<file path="src/rtl/spi_input_frontend.sv">
// Conditions the raw SPI pins into the clk domain (two-flop sync plus debounce),
// derives sClk edge pulses and tracks the bit position within each frame.
module spi_input_frontend #(
  parameter int waitTime      = 3,
  parameter int counterWidth  = 3,
  parameter int frameBits     = 8,
  parameter int bitCountWidth = 4
) (
  input  logic                     clk,
  input  logic                     reset,
  input  logic                     sclkPin,
  input  logic                     csPin,
  input  logic                     mosiPin,
  output logic                     sClkConditioned,
  output logic                     sClkPosEdge,
  output logic                     sClkNegEdge,
  output logic                     chipSelectConditioned,
  output logic                     mosiConditioned,
  output logic [bitCountWidth-1:0] bitCount,
  output logic                     frameDone
);

  localparam int SclkIdx = 0;
  localparam int CsIdx   = 1;
  localparam int MosiIdx = 2;

  // Channel bit order is {mosi, cs, sclk}; cs idles high so its flops reset to 1.
  localparam logic [2:0] ResetLevel = 3'b010;

  localparam logic [counterWidth-1:0]  WaitCount = counterWidth'(waitTime);
  localparam logic [bitCountWidth-1:0] LastBit   = bitCountWidth'(frameBits - 1);

  logic [2:0]              r_sync0;
  logic [2:0]              r_sync1;
  logic [2:0]              r_cond;
  logic [counterWidth-1:0] r_cnt [3];
  logic                    r_sClkPosEdge;
  logic                    r_sClkNegEdge;
  logic [bitCountWidth-1:0] r_bitCount;
  logic                    r_frameDone;
  logic [2:0]              w_pins;

  assign w_pins = {mosiPin, csPin, sclkPin};

  // Edge pulses live here so they line up with the new sClkConditioned value.
  always_ff @(posedge clk) begin
    if (reset) begin
      r_sync0       <= ResetLevel;
      r_sync1       <= ResetLevel;
      r_cond        <= ResetLevel;
      r_sClkPosEdge <= 1'b0;
      r_sClkNegEdge <= 1'b0;
      for (int i = 0; i < 3; i++) begin
        r_cnt[i] <= '0;
      end
    end else begin
      r_sync0       <= w_pins;
      r_sync1       <= r_sync0;
      r_sClkPosEdge <= 1'b0;
      r_sClkNegEdge <= 1'b0;
      for (int i = 0; i < 3; i++) begin
        if (r_sync1[i] == r_cond[i]) begin
          r_cnt[i] <= '0;
        end else if (r_cnt[i] == WaitCount) begin
          r_cond[i] <= r_sync1[i];
          r_cnt[i]  <= '0;
          if (i == SclkIdx) begin
            r_sClkPosEdge <= r_sync1[i];
            r_sClkNegEdge <= ~r_sync1[i];
          end
        end else begin
          r_cnt[i] <= r_cnt[i] + 1'b1;
        end
      end
    end
  end

  // Chip select inactive overrides any coincident sClk edge.
  always_ff @(posedge clk) begin
    if (reset) begin
      r_bitCount  <= '0;
      r_frameDone <= 1'b0;
    end else if (r_cond[CsIdx]) begin
      r_bitCount  <= '0;
      r_frameDone <= 1'b0;
    end else if (r_sClkPosEdge && (r_bitCount == LastBit)) begin
      r_bitCount  <= '0;
      r_frameDone <= 1'b1;
    end else if (r_sClkPosEdge) begin
      r_bitCount  <= r_bitCount + 1'b1;
      r_frameDone <= 1'b0;
    end else begin
      r_frameDone <= 1'b0;
    end
  end

  assign sClkConditioned       = r_cond[SclkIdx];
  assign chipSelectConditioned = r_cond[CsIdx];
  assign mosiConditioned       = r_cond[MosiIdx];
  assign sClkPosEdge           = r_sClkPosEdge;
  assign sClkNegEdge           = r_sClkNegEdge;
  assign bitCount              = r_bitCount;
  assign frameDone             = r_frameDone;

endmodule

</file>
<file path="config.mk">
export PLATFORM = sky130hd
export DESIGN_NAME = spi_input_frontend
export DESIGN_NICKNAME = d
export VERILOG_FILES = /design/src/rtl/spi_input_frontend.sv
export SDC_FILE = /design/constraint.sdc
export NUM_CORES = 1
export LEC_CHECK = 0
export CAP_MARGIN = 20
export CORE_MARGIN = 4
export CORE_UTILIZATION = 50
export CTS_CLUSTER_DIAMETER = 100
export DETAILED_ROUTE_END_ITERATION = 10
export PLACE_DENSITY = 0.85
export SLEW_MARGIN = 20
export SYNTH_ARGS = -nofsm -noshare
export SYNTH_HDL_FRONTEND = slang
export SYNTH_SLANG_ARGS = --single-unit
</file>
<file path="constraint.sdc">
create_clock -name clk -period 3.6 [get_ports clk]
set_input_delay 0.36 -clock clk [delete_from_list [all_inputs] [get_ports clk]]
set_output_delay 0.36 -clock clk [all_outputs]
set_load 0.05 [all_outputs]
</file>
**Word-level counts from Yosys, hierarchy flattened**

Memory sizes are Yosys's and may differ from the RTL's.
Cells that the tools add are included.

- Flip-flop bits (word level): 16
- Latch bits: 0
- RAM bits: 9
- Bits in read-only memories: 0
- Bits of input ports: 5
- Output and inout port bits: 10
- Word-level logic and storage cells: 87
- Memories kept: 1

- $add $sub $neg: 4
- $mul: 0
- Divide/modulo/power cells: 0
- $lt $le $gt $ge: 0
- Eq/ne operators: 7
- Shift-type cells: 0
- Multiplexer cells: 45
- Bitwise logic cells: 14
- Reductions and logical operators: 7

Memories:

| memory | depth | width | rd ports | clocked after Yosys merged registers in | write ports | line | text |
|---|---|---|---|---|---|---|---|
| r_cnt | 3 | 3 | 3 | 0 | 3 | 36 | `logic [counterWidth-1:0] r_cnt [3];` |

Operator list:

| operator | number |
|---|---|
| two-way mux 1 bit | 36 |
| two-way mux 3 bit | 9 |
| adder 3 x 1 -> 3 bit, second input constant | 3 |
| equality test 3 x 2 -> 1 bit, second input constant | 3 |
| OR 1 bit | 9 |
| AND reduction 2 bit | 3 |
| OR reduction 3 bit | 2 |
| NOT 1 bit | 5 |
| adder 4 x 1 -> 4 bit, second input constant | 1 |
| equality test 4 x 3 -> 1 bit, second input constant | 1 |
| equality test 1 bit | 3 |
| OR reduction 2 bit | 1 |
| logical AND 1 bit | 1 |

**Longest topological paths before layout**

- Depth after elaboration: 7
- Gate-level depth with buffers: 4

**Least setup slack after synthesis**

Ideal clock, no wire load.

- Path type: register to register
- From: memory r_cnt[1][0]
- To: memory r_cnt[1][0] (data pin)
- Arrival time: 1.262 ns
- Required time: 3.464 ns
- Path slack: 2.202 ns
- Stages on the path, launching flop included: 5
- Path buffers: 0
- Clock period less this slack: 1.398 ns
- Cell sequence: edfxtp_1 > ha_1 > ha_1 > or3_4 > nor2_2

RTL lines:

| item | line |
|---|---|
| start, declared | 36 |

**Final worst setup path**

- From: register r_sClkPosEdge, in the netlist sClkPosEdge
- To: output sClkPosEdge

RTL lines:

| item | line | text |
|---|---|---|
| start, declared | 37 | `logic r_sClkPosEdge;` |
| start signal, assigned | 68 | `r_sClkPosEdge <= r_sync1[i];` |
| end, declared | 15 | `output logic sClkPosEdge,` |

No word-level cell between the ends.

==> results_dict.tcl <==
set metrics [dict create \
    via_count_of_the_first_global_routing_pass 610 \
    post_synthesis_mean_instance_area_um2 11.8 \
    route.detailed.wl_per_inst_um 9.82 \
    gpl.final_weighted_congestion 0.695 \
    synth_top_cells_by_area "sky130_fd_sc_hd__dfxtp_1 33%, sky130_fd_sc_hd__edfxtp_1 27%, sky130_fd_sc_hd__ha_1 8.9%, sky130_fd_sc_hd__nor2_1 4.6%, sky130_fd_sc_hd__xnor2_1 3.6%" \
    grt_pass1_wl_um 2360 \
    hold_start "r_sync0[1]$_SDFF_PP1_" \
    synth_sequential_area_ratio_pct 60.1 \
    cellPowerDensity_mw_per_mm2 374 \
    fin_nets 121 \
    num_vias 601 \
    drv_cap 0 \
    timing_max_transition_violations_final 0 \
    cp_num_cells 1 \
    synth.ff_latch_count 25 \
    die_x_um 52.4 \
    critPathLaunch "sClkPosEdge$_SDFF_PP0_" \
    cts-htree-levels 1 \
    dp.final_hpwl_um 1030 \
    rsz0062_at_grt "no" \
    grt_start_max_net_pins 18 \
    n_antenna_cell 0 \
    yosysWarningCount 0 \
    finalCritPeriodShare_pct 55.7 \
    setup_violations 0 \
    yosys.cell_count.top_type "sky130_fd_sc_hd__dfxtp_1" \
    stdcell_count 133 \
    dpl.cell_count 129 \
    crit_arrival_ns 1.64 \
    num_io_pins 15 \
    cts_tree "built" \
    max_freq_ghz 0.499 \
    leakagePower_nw 0.475 \
    critical_path_buf_inv_count 1 \
    reg2reg_from "r_cnt[1][0]$_SDFFCE_PN0P_" \
    vias_per_cell 4.52 \
    worstHoldPathType "flop to flop" \
    initial_utilization_pct 54.6 \
    number_of_hold_buffers_added_after_cts 0 \
    hold_depth 1 \
    initial_antenna_violation_count 0 \
    dieArea_mm2 0.00274 \
    crit_path_slowest_cell "sky130_fd_sc_hd__clkdlybuf4s50_1" \
    async_flop_share_pct 0 \
    final.fill_count 145 \
    finalHoldViolations 0 \
    cts_resized 0 \
    max-vdd-ir-drop_mv 0.279 \
    postLayoutSetupSlackWorst_ns 1.60 \
    synth_top_area_share_pct 32.6 \
    setup.worst_path.start_class "flop" \
    timing.max_slew.rel_slack_pct 66.2 \
    fin_setup_tns_ns 0 \
    setup.worst_path.class "flop to output port" \
    placement_rows 15 \
    synth_cells 83 \
    worst_setup_path_end_kind "output port" \
    cp.required_ns 3.24 \
    postRouteAntennaNets 0 \
    yosysUniqueCellTypes 21 \
    postSynth.topFlopCell "sky130_fd_sc_hd__dfxtp_1" \
    clock-skew-final_ns 0.00959 \
    path_clk_slew_ns 0.13 \
    cp_top_family "buffers and inverters" \
    mappedNetlistArea_um2 983 \
    insertion_delay_ns 0.31 \
    ff2ff_path_depth 4 \
    drtPass1Iterations 4 \
    crit_chain "clkdlybuf4s50_1" \
    drt_drc_violations_left 0 \
    max_slew.worst_pin.slew_ns 0.505 \
    crit_fanout 6 \
    dieHeight_um 52.4 \
    numCtsBuffers 3 \
    ctsRootBufferMaster "sky130_fd_sc_hd__clkbuf_4" \
    clockBufferDepth 2 \
    design.core.area_mm2 0.00180 \
    portBuffers 14 \
    final_layout_size_suffix_gt1_share_pct 9.26 \
    dr.first_iter.drc_count 2 \
    sequential_cell_area_um2 591 \
    dp_worst_slack_ns 1.81 \
    run_status "complete, no violations" \
    post_cts_setup_buffer_count 0 \
    finalWirelength_um 1310 \
    multi_input_comb_area_um2 397 \
    grt_util_all_layers_pct 11.9 \
    synthDominantAreaCellType "sky130_fd_sc_hd__dfxtp_1" \
    synth-edff-count 9 \
    time_the_worst_path_needs_with_i_o_delays_and_setup_ns 2.00 \
    post_synth_most_frequent_cells "16 x sky130_fd_sc_hd__dfxtp_1, 12 x sky130_fd_sc_hd__nor2_1, 9 x sky130_fd_sc_hd__edfxtp_1, 7 x sky130_fd_sc_hd__ha_1, 6 x sky130_fd_sc_hd__inv_1" \
    overflow 0 \
    area_growth_syn_to_layout_pct 22.9 \
    clkSinkCount 25 \
    critical-path-max-stage-delay_ns 0.85 \
]
-- power by group --
group          internal (mW)  leakage, nW  total, mW  switching [mW]
Combinational         0.0133        0.234     0.0272          0.0139
Clock                 0.0415       0.0177      0.120          0.0787
Sequential             0.301        0.223      0.305         0.00413
-- layer usage --
layer  GRT usage [%]  up-vias  wire (um)
met5               0        -          0
met4            6.38        0         28
met3            3.42        4         43
met2            21.3        9        657
met1            12.4      266        576
li1                -      322          -
-- cell families after synthesis --
kind of cell	synth area share, %
compound gates	0.891
xor+xnor	5.34
fa+ha+maj	8.91
buf+inv	2.67
flops	60.1
mux	3.05
other cells	0.381
simple gates	18.7
-- path summary, 6_finish.rpt --
path | slack [ns] | end
setup / recovery | 1.60 | sClkPosEdge
hold / removal | 0.42 | r_sync1[1]$_SDFF_PP1_
setup reg to reg | 2.09 | r_cnt[1][0]$_SDFFCE_PN0P_
hold reg to reg | 0.42 | r_sync1[1]$_SDFF_PP1_
-- layout by cell type (no fill, tap or decap) --
master and instances:
sky130_fd_sc_hd__clkinv_2 1, sky130_fd_sc_hd__dfxtp_1 16, sky130_fd_sc_hd__nand2_1 2, sky130_fd_sc_hd__inv_1 6, sky130_fd_sc_hd__ha_1 7, sky130_fd_sc_hd__nor2_2 3
sky130_fd_sc_hd__nor2b_1 5, sky130_fd_sc_hd__clkdlybuf4s50_1 14, sky130_fd_sc_hd__nand4_1 1, sky130_fd_sc_hd__conb_1 9, sky130_fd_sc_hd__or2_2 2, sky130_fd_sc_hd__edfxtp_1 9
sky130_fd_sc_hd__nor4bb_1 2, sky130_fd_sc_hd__nor3_1 2, sky130_fd_sc_hd__a211o_1 1, sky130_fd_sc_hd__clkbuf_4 3, sky130_fd_sc_hd__or3_1 2, sky130_fd_sc_hd__nand4b_1 1
sky130_fd_sc_hd__nor2_1 12, sky130_fd_sc_hd__xor2_1 2, sky130_fd_sc_hd__mux2i_1 3, sky130_fd_sc_hd__xnor2_1 4, sky130_fd_sc_hd__or3_4 1
-- sequential cells by signal, indices dropped and copies added (netlist names) --
| register | count |
|---|---|
| sClkNegEdge | 1 |
| bitCount | 4 |
| r_cond | 3 |
| r_sync1 | 3 |
| r_cnt | 9 |
| frameDone | 1 |
| sClkPosEdge | 1 |
| r_sync0 | 3 |
-- layout make-up --
cell class	count	share of cell area, %
multi-input cells	59	32.8
clock buffers	3	1.86
flip-flops and latches	25	48.9
clock inverters	1	0.414
well taps	25	2.59
inverters	6	1.86
repair buffers	14	11.6
-- metrics by stage --
stage          hold WS (ns)  utilization, %  power [mW]  area, um^2
3_3_place_gp          0.392            65.6       0.338        1180
6_report              0.425            67.1       0.453        1210
5_1_grt               0.460            67.1       0.476        1210
3_5_place_dp          0.396            65.6       0.339        1180
2_1_floorplan         0.389               -       0.329        1010
4_1_cts               0.426            67.1       0.457        1210
No activity file was read; power rests on OpenSTA's default activity.
